$ cat src/rtl/bp_lce_req_serializer_if.sv
// Request-side and link-side signal bundle for the LCE request serializer.
// The master modport is the producer of requests and the consumer of flits;
// the slave modport is the serializer itself.
interface bp_lce_req_serializer_if #(
  parameter int hdr_width_p  = 64,
  parameter int data_width_p = 512,
  parameter int flit_width_p = 64
);

  // Request side (ready-then-valid)
  logic [hdr_width_p-1:0]  lce_req_header_i;
  logic [data_width_p-1:0] lce_req_data_i;
  logic [2:0]              lce_req_size_i;
  logic                    lce_req_has_data_i;
  logic                    lce_req_v_i;
  logic                    lce_req_ready_o;

  // Link side (valid-ready)
  logic [flit_width_p-1:0] link_data_o;
  logic                    link_hdr_o;
  logic                    link_last_o;
  logic                    link_v_o;
  logic                    link_ready_i;

  modport master (
    output lce_req_header_i, lce_req_data_i, lce_req_size_i,
           lce_req_has_data_i, lce_req_v_i, link_ready_i,
    input  lce_req_ready_o, link_data_o, link_hdr_o, link_last_o, link_v_o
  );

  modport slave (
    input  lce_req_header_i, lce_req_data_i, lce_req_size_i,
           lce_req_has_data_i, lce_req_v_i, link_ready_i,
    output lce_req_ready_o, link_data_o, link_hdr_o, link_last_o, link_v_o
  );

endinterface

$ cat src/rtl/bp_lce_req_serializer.sv
// Serializes one BedRock LCE request (header + data) into a header flit
// followed by zero or more data flits on a narrow valid-ready link.
// The request side is ready-then-valid; readiness reopens combinationally in
// the cycle the last flit of a message transfers so messages stream back to
// back without a bubble.
module bp_lce_req_serializer #(
  parameter int hdr_width_p  = 64,
  parameter int data_width_p = 512,
  parameter int flit_width_p = 64
) (
  input  logic                    clk_i,
  input  logic                    reset_n_i,
  bp_lce_req_serializer_if.slave  bus
);

  localparam int max_beats_lp = data_width_p / flit_width_p;
  localparam int cnt_width_lp = (max_beats_lp + 1 > 1) ? $clog2(max_beats_lp + 1) : 1;
  localparam logic [cnt_width_lp-1:0] one_lp = cnt_width_lp'(1);

  typedef enum logic [1:0] {
    e_reset,
    e_ready,
    e_send_hdr,
    e_send_data
  } state_e;

  // Number of data flits for a request: payload bits over flit width, at
  // least one flit when data is present, saturating at the data register.
  function automatic logic [cnt_width_lp-1:0] beats_f(input logic [2:0] size,
                                                      input logic       has_data);
    int bits;
    int beats;
    bits  = 8 << size;
    beats = bits / flit_width_p;
    if (beats < 1)            beats = 1;
    if (beats > max_beats_lp) beats = max_beats_lp;
    if (!has_data)            beats = 0;
    return cnt_width_lp'(beats);
  endfunction

  state_e                  state_r;
  logic                    link_v_r;
  logic                    link_hdr_r;
  logic                    link_last_r;
  logic [flit_width_p-1:0] link_data_r;
  // Holds the data flits not yet presented; shifts down one flit per beat so
  // the next flit is always in the low slice.
  logic [data_width_p-1:0] data_r;
  logic [cnt_width_lp-1:0] beats_r;
  logic [cnt_width_lp-1:0] idx_r;

  logic xfer;
  logic msg_done;
  logic lce_req_ready;
  logic accept;

  // Handshake decode: a flit moves on valid & ready; the message is done when
  // the flit that moves is its last one.
  assign xfer          = link_v_r & bus.link_ready_i;
  assign msg_done      = xfer & link_last_r;
  assign lce_req_ready = (state_r == e_ready) | msg_done;
  assign accept        = bus.lce_req_v_i & lce_req_ready;

  assign bus.lce_req_ready_o = lce_req_ready;
  assign bus.link_v_o        = link_v_r;
  assign bus.link_hdr_o      = link_hdr_r;
  assign bus.link_last_o     = link_last_r;
  assign bus.link_data_o     = link_data_r;

  // Control FSM with registered flit outputs: captures a request on accept,
  // then walks header and data flits, holding everything while stalled.
  always_ff @(posedge clk_i or negedge reset_n_i) begin
    if (!reset_n_i) begin
      // NOTE: the wide data holding register is a plain flop array, not a
      // memory macro, so it is cleared here; that guarantees a dropped message
      // can never leak stale bytes into a later flit.
      state_r     <= e_reset;
      link_v_r    <= 1'b0;
      link_hdr_r  <= 1'b0;
      link_last_r <= 1'b0;
      link_data_r <= '0;
      data_r      <= '0;
      beats_r     <= '0;
      idx_r       <= '0;
    end else begin
      // NOTE: every state update in this block is non-blocking so each branch
      // reads the pre-edge values of state_r, idx_r and data_r, matching the
      // combinational handshake decode above.
      if (state_r == e_reset) begin
        state_r <= e_ready;
      end else if (accept) begin
        // New message: present its header next cycle. Reached from e_ready or
        // from the last-flit transfer cycle of the previous message.
        state_r     <= e_send_hdr;
        link_v_r    <= 1'b1;
        link_hdr_r  <= 1'b1;
        link_last_r <= (beats_f(bus.lce_req_size_i, bus.lce_req_has_data_i) == '0);
        link_data_r <= flit_width_p'(bus.lce_req_header_i);
        data_r      <= bus.lce_req_data_i;
        beats_r     <= beats_f(bus.lce_req_size_i, bus.lce_req_has_data_i);
        idx_r       <= '0;
      end else if (xfer) begin
        if (link_last_r) begin
          // Message complete and nothing new arrived: go idle.
          state_r     <= e_ready;
          link_v_r    <= 1'b0;
          link_hdr_r  <= 1'b0;
          link_last_r <= 1'b0;
          link_data_r <= '0;
        end else if (state_r == e_send_hdr) begin
          // Header gone; first data flit is the low slice of the data.
          state_r     <= e_send_data;
          link_hdr_r  <= 1'b0;
          link_last_r <= (beats_r == one_lp);
          link_data_r <= data_r[flit_width_p-1:0];
          data_r      <= data_r >> flit_width_p;
          idx_r       <= '0;
        end else begin
          // Next data flit; it is last when its index reaches beats-1.
          link_last_r <= ((idx_r + one_lp) == (beats_r - one_lp));
          link_data_r <= data_r[flit_width_p-1:0];
          data_r      <= data_r >> flit_width_p;
          idx_r       <= idx_r + one_lp;
        end
      end
    end
  end

  // Protocol and configuration checks (ignored by synthesis).
  a_req_v_while_not_ready : assert property (
    @(posedge clk_i) disable iff (!reset_n_i) bus.lce_req_v_i |-> lce_req_ready);

  a_hdr_fits_flit : assert property (
    @(posedge clk_i) hdr_width_p <= flit_width_p);

  a_data_multiple_of_flit : assert property (
    @(posedge clk_i) (data_width_p % flit_width_p) == 0);

endmodule
$ cat src/flat_wrapper.sv
// flat-port wrapper written by rule: the top's interface ports become plain ports
module bp_lce_req_serializer_flat 
#(
  parameter int hdr_width_p  = 64,
  parameter int data_width_p = 512,
  parameter int flit_width_p = 64
)
  (clk_i, reset_n_i, bus_lce_req_header_i, bus_lce_req_data_i, bus_lce_req_size_i, bus_lce_req_has_data_i, bus_lce_req_v_i, bus_link_ready_i, bus_lce_req_ready_o, bus_link_data_o, bus_link_hdr_o, bus_link_last_o, bus_link_v_o);
  bp_lce_req_serializer_if #(.hdr_width_p(hdr_width_p), .data_width_p(data_width_p), .flit_width_p(flit_width_p)) bus_i ();
  input  logic clk_i;
  input  logic reset_n_i;
  input wire logic [$bits(bus_i.lce_req_header_i)-1:0] bus_lce_req_header_i;
  input wire logic [$bits(bus_i.lce_req_data_i)-1:0] bus_lce_req_data_i;
  input wire logic [$bits(bus_i.lce_req_size_i)-1:0] bus_lce_req_size_i;
  input wire logic [$bits(bus_i.lce_req_has_data_i)-1:0] bus_lce_req_has_data_i;
  input wire logic [$bits(bus_i.lce_req_v_i)-1:0] bus_lce_req_v_i;
  input wire logic [$bits(bus_i.link_ready_i)-1:0] bus_link_ready_i;
  output wire logic [$bits(bus_i.lce_req_ready_o)-1:0] bus_lce_req_ready_o;
  output wire logic [$bits(bus_i.link_data_o)-1:0] bus_link_data_o;
  output wire logic [$bits(bus_i.link_hdr_o)-1:0] bus_link_hdr_o;
  output wire logic [$bits(bus_i.link_last_o)-1:0] bus_link_last_o;
  output wire logic [$bits(bus_i.link_v_o)-1:0] bus_link_v_o;
  assign bus_i.lce_req_header_i = bus_lce_req_header_i;
  assign bus_i.lce_req_data_i = bus_lce_req_data_i;
  assign bus_i.lce_req_size_i = bus_lce_req_size_i;
  assign bus_i.lce_req_has_data_i = bus_lce_req_has_data_i;
  assign bus_i.lce_req_v_i = bus_lce_req_v_i;
  assign bus_i.link_ready_i = bus_link_ready_i;
  assign bus_lce_req_ready_o = bus_i.lce_req_ready_o;
  assign bus_link_data_o = bus_i.link_data_o;
  assign bus_link_hdr_o = bus_i.link_hdr_o;
  assign bus_link_last_o = bus_i.link_last_o;
  assign bus_link_v_o = bus_i.link_v_o;
  bp_lce_req_serializer #(.hdr_width_p(hdr_width_p), .data_width_p(data_width_p), .flit_width_p(flit_width_p)) u_core (.clk_i(clk_i), .reset_n_i(reset_n_i), .bus(bus_i));
endmodule
$ cat config.mk
export PLATFORM = sky130hd
export DESIGN_NAME = bp_lce_req_serializer_flat
export DESIGN_NICKNAME = d
export VERILOG_FILES = /design/src/rtl/bp_lce_req_serializer_if.sv /design/src/rtl/bp_lce_req_serializer.sv /design/src/flat_wrapper.sv
export SDC_FILE = /design/constraint.sdc
export NUM_CORES = 1
export LEC_CHECK = 0
export ABC_AREA = 1
export BUFFER_PORTS_ARGS = -buffer_cell sky130_fd_sc_hd__buf_2
export CAP_MARGIN = 20
export CORE_UTILIZATION = 30
export DETAILED_ROUTE_END_ITERATION = 8
export PLACE_DENSITY = 0.53
export SYNTH_ARGS = -nofsm -noshare
export SYNTH_HDL_FRONTEND = slang
export SYNTH_SLANG_ARGS = --single-unit
export TNS_END_PERCENT = 100
$ cat constraint.sdc
create_clock -name clk_i -period 3.8 [get_ports clk_i]
set_clock_uncertainty 0.1 [all_clocks]
set_input_delay 0.19 -clock clk_i [delete_from_list [all_inputs] [get_ports clk_i]]
set_output_delay 0.19 -clock clk_i [all_outputs]
set_load 0.01 [all_outputs]
# Word level (Yosys, flattened, before mapping)
# Index checks and enable logic that the tools add are counted.
# classes
eq_ne,5
order_cmp,2
multipliers,0
addsub,3
shifts,1
muxes,33
bitwise,6
n_div,0
reduce_logical,14
# ops
cell,count
two-way mux 512 bit,3
two-way mux 64 bit,3
two-way mux 32 bit,3
adder 32 x 1 -> 32 bit,1
"> comparator 32 x 5 -> 1 bit, second input constant",1
"< comparator 32 x 2 -> 1 bit, second input constant",1
two-way mux 4 bit,8
"left shift 4 x 3 -> 32 bit, first input constant",1
two-way mux 1 bit,11
two-way mux 2 bit,5
AND reduction 3 bit,3
AND reduction 2 bit,3
nonzero test 3 bit,2
OR reduction 6 bit,1
"adder 4 x 1 -> 4 bit, second input constant",1
bitwise AND 1 bit,4
"== test 4 x 1 -> 1 bit, second input constant",1
== test 4 bit,1
logical NOT 4 bit,1
nonzero test 2 bit,2
nonzero test 4 bit,1
"subtractor 4 x 1 -> 4 bit, second input constant",1
"== test 2 x 1 -> 1 bit, second input constant",1
"== test 2 bit, second input constant",1
other kinds (4),4
# totals
word_cells,72
ff_bits,589
memories,0
latch_bits,0
inputBits,584
mem_bits_rw,0
romBits,0
output_inout_bits,68

# Longest topological paths before layout
# depth
depth_word,15
mapped_depth,12
depth_no_buf,12

# Least setup slack after synthesis
# No wires, ideal clock.
# synth_timing
kind,flip-flop to flip-flop
from,reg u_core.link_last_r (netlist: u_core.bus.link_last_o)
to,reg u_core.data_r[171]
n_path_buf,3
period_less_slack_ns,1.813
t_required_ns,3.576
t_arrival_ns,1.589
setup_slack_ns,1.987
stages_incl_launch_ff,10
setup_time_ns,0.124
cell_sequence,dfrtp_1 nand3_1 o21ai_2 nand2_2 buf_6 buf_6 clkbuf_1 or2_2 o211ai_1 nand2_1
# synth_between
elab_chain_len,5
elab_cells_between_ends,7
cone_classes,eq/ne (1); mux (1); bitwise (3); reduce/logical (2)
# synth_lines
element,line_no,text
from (decl),bp_lce_req_serializer.sv:44,logic link_last_r;
from (signal assigned),bp_lce_req_serializer.sv:97,"link_last_r <= (beats_f(bus.lce_req_size_i, bus.lce_req_has_data_i) == '0);"
from (signal assigned),bp_lce_req_serializer.sv:114,link_last_r <= (beats_r == one_lp);
from (signal assigned),bp_lce_req_serializer.sv:120,link_last_r <= ((idx_r + one_lp) == (beats_r - one_lp));
bitwise AND 1 bit (*),bp_lce_req_serializer.sv:60,assign msg_done = xfer & link_last_r;
bitwise OR 1 bit (*),bp_lce_req_serializer.sv:61,assign lce_req_ready = (state_r == e_ready) | msg_done;
named net bus_lce_req_ready_o,flat_wrapper.sv:18,output wire logic [$bits(bus_i.lce_req_ready_o)-1:0] bus_lce_req_ready_o;
bitwise AND 1 bit (*),bp_lce_req_serializer.sv:62,assign accept = bus.lce_req_v_i & lce_req_ready;
!= test 2 bit (no source line) / nonzero test 2 bit (equally long branches),--,
AND reduction 3 bit (no source line),--,
to (signal assigned),bp_lce_req_serializer.sv:99,data_r <= bus.lce_req_data_i;
to (signal assigned),bp_lce_req_serializer.sv:116,data_r <= data_r >> flit_width_p;
to (signal assigned),bp_lce_req_serializer.sv:122,data_r <= data_r >> flit_width_p;
to (decl),bp_lce_req_serializer.sv:48,logic [data_width_p-1:0] data_r;
# Mark *: on every way through the listed nets, which the timed path passes. The rest lies on a longest branch.
# A chain may end at the register's enable or synchronous reset.

# Worst setup path in the final report
# layout_timing
from,reg u_core.link_last_r (netlist: u_core.bus.link_last_o)
to,reg u_core.data_r[35]
# layout_between
elab_chain_len,5
elab_cells_between_ends,7
cone_classes,eq/ne (1); mux (1); bitwise (3); reduce/logical (2)
# layout_lines
element,line_no
bitwise AND 1 bit,bp_lce_req_serializer.sv:60
bitwise OR 1 bit,bp_lce_req_serializer.sv:61
bitwise AND 1 bit,bp_lce_req_serializer.sv:62
!= test 2 bit (no source line) / nonzero test 2 bit (equally long branches),--
AND reduction 3 bit (no source line),--
# Several ways; a longest one is shown, not always the timed one.

==> reports/metrics.cfg <==
[status]
outcome = complete, no violations

[cts]
cts_buffers = 74
clock_latency_ns = 0.63
clockBufferDepth = 3
post-cts-setup-buffer-count = 0
cts-resized-gates = 0
cts-root-buf = clkbuf_16
cts.sinks = 589
cts_tree = built
htree_levels = 3
clk_pin_slew_worst_paths_ns = 0.06

[flow_run]
drv_cap = 0

[critical_path]
worstSetupEndpoint = u_core.data_r[35]
cp-startpoint = u_core.bus.link_last_o
path_max_fanout = 168
end_kind = flip-flop
r2r_cells = 9
timing.rr.start = u_core.bus.link_last_o
r2r_end = u_core.data_r[35]
cp.arrival_ns = 3.36
r2r_setup_slack_ns = 0.90
critPathKind = reg2reg
cp.required_ns = 4.26
cp-start-kind = flip-flop

[synth]
yosysTopAreaCellShare_pct = 53.1
ys.flop_type = dfrtp_1
synth-seq-cells = 589
synth_cell_types = 28
syn-num-nets = 3890
synthesis.area_um2 = 27700
yosys-top-cells-area = dfrtp_1, nand2_1, o211ai_1, or2_2, a21oi_1
yosys-top-cells-count = nand2_1, dfrtp_1, o211ai_1
avgSynthCellArea_um2 = 8.40
synth_cells = 3303
yosysMostFrequentCell = nand2_1
synth_edf_count = 0
ys_seq_area_share_pct = 53.1
async_reset_ff_share_pct = 100
yosysWarnings = 0
yosys.area.top_type = dfrtp_1

[routing]
drtAntennaViolNets = 0
drc = 0
wirelength_um = 99400
dr.pass1.iters = 5
drtIter0Drc = 1874
avgViaCountPerCell = 4.66
vias = 26500
wl_per_cell_um = 17.5

[sta]
rsz0062_at_grt = false
setup_viol = 0
max_slew_margin_pct = 25.3
hold_viol_final = 0
maxSlewViolCount = 0
setup_tns_ns = 0
finalCritPeriodShare_pct = 76.4
final.setup.worst_slack_ns = 0.898
period_needed_ns = 2.90
fmax_ghz = 0.345
tightest_slew_ns = 1.12

[placed_design]
port_buffers = 651
place_ws_ns = 1.02
place_hpwl_um = 63100
placed_cell_area_um2 = 32000
gp_congestion = 0.817

[finish]
fill_cells = 9095
drive_above_1_share_pct = 22.7
area_growth_pct = 45.1
final_cell_area_um2 = 40300
multi_input_area_um2 = 11600
fin_nets = 5002
seq_area_um2 = 14700

[global_routing]
grt_max_degree = 202
antenna_found_initial = 22
track_usage_pct = 21.0
grt_pass1_vias = 26700
overflow = 0
grt_pass1_wl_um = 155000

[pwr]
ir_drop_mv = 0.884
leakagePower_nw = 20.1
p_per_area_nw_per_um2 = 757

[die]
initial_utilization_pct = 30.3
rows = 111
die_x_um = 306
core_area_um2 = 91700
die_h_um = 306
io_pins = 652
die_area_um2 = 93700

[hold_path]
min_from = bus_link_ready_i
min_path_type = in2reg

[placed cells by master (no fill, tap or decap), drive strengths merged]
cell         Yosys  routed
nand2         1451    1451
buf            124     694
dfrtp          589     589
dlygate4sd3      0     584
o211ai         320     320
or2            255     255
a21oi          132     132
clkbuf         118     106
inv             85      88
o21ai           77      77
nor2            70      70
a22o            63      63
diode            0      24
clkinv           0      13
nand3            9       9
bufinv           0       4
nand4            3       3
ha               3       3
clkinvlp         0       2
nor3             1       1
nand3b           1       1
xor2             1       1
xnor2            1       1
[where the power goes]
part           switching (mW)  internal (mW)  total [mW]
Combinational            7.78           4.58        12.4
Sequential               1.85           9.23        11.1
Clock                    2.84           4.18        7.02
Total                    12.5           18.0        30.5
[worst min-delay path by stage]
stage,depth (start not counted),endpoint
3_3_place_gp,1,u_core.data_r[391]
3_5_place_dp,1,u_core.data_r[391]
5_1_grt,5,u_core.state_r[0]
4_1_cts,5,u_core.state_r[0]
6_report,5,u_core.state_r[0]
2_1_floorplan,0,u_core.beats_r[0]
[sequential cells by signal, summed over array words and instances, names as in the netlist]
register and count:
u_core.beats_r 4, u_core.bus.link_last_o 1, u_core.idx_r 4, u_core.bus.link_hdr_o 1
u_core.state_r 2, u_core.bus.link_data_o 64, u_core.bus.link_v_o 1, u_core.data_r 512
[critical path, stage by stage, from the launching register on]
cell and delay [ns]:
dfrtp_1 0.47, nand3_1 0.12, o21ai_2 0.14, nand2_8 0.25, inv_8 0.44, buf_12 0.44
nand2_1 0.11, nand2_1 0.10, nand2_1 0.09, nand2_1 0.09
[routing by layer]
metal | share of wire, % | GRT usage, % | vias up
li1 | - | - | 13000
met3 | 4.4 | 3.23 | 231
met5 | 0 | 0 | -
met1 | 46 | 29.1 | 12400
met4 | 4.2 | 9.37 | 0
met2 | 45 | 32.3 | 782
[final cells by class]
type                    count  share of cell area (%)
clock inverters            22                   0.653
repair buffers           1278                    24.0
clock buffers             106                    5.30
multi-input cells        2387                    28.8
inverters                  85                   0.830
well taps                1186                    3.69
diodes                     24                   0.149
flip-flops and latches    589                    36.6
[cells by family after synthesis]
group                      after synthesis  synth area share (%)
AOI/OAI and AO/OA                      592                  14.8
xor gates and xnor gates                 2                0.0632
adders and majority gates                3                 0.135
buffers and inverters                  327                  5.22
DFF                                    589                  53.1
and+or+nand+nor                       1790                  26.6
[through the flow]
stage / hold slack, ns / util, % / power, mW / cells
final: 0.0796 / 43.9 / 30.5 / 5677
after global routing: 0.0870 / 43.9 / 33.0 / 5675
after CTS: 0.0314 / 43.9 / 30.7 / 5653
after detailed placement: 0.201 / 34.9 / 23.0 / 4941
after global placement: 0.201 / 34.9 / 22.9 / 4941
after floorplan: -0.206 / - / 19.3 / 3303
[repair_timing]
| item | 4_1_cts | 5_1_grt |
|---|---|---|
| endpoints found under the setup margin | 0 | 0 |
| hold endpoints to repair | 653 | 0 |
| hold buffers | 584 | 0 |
Power figures use the tool's default switching activity.
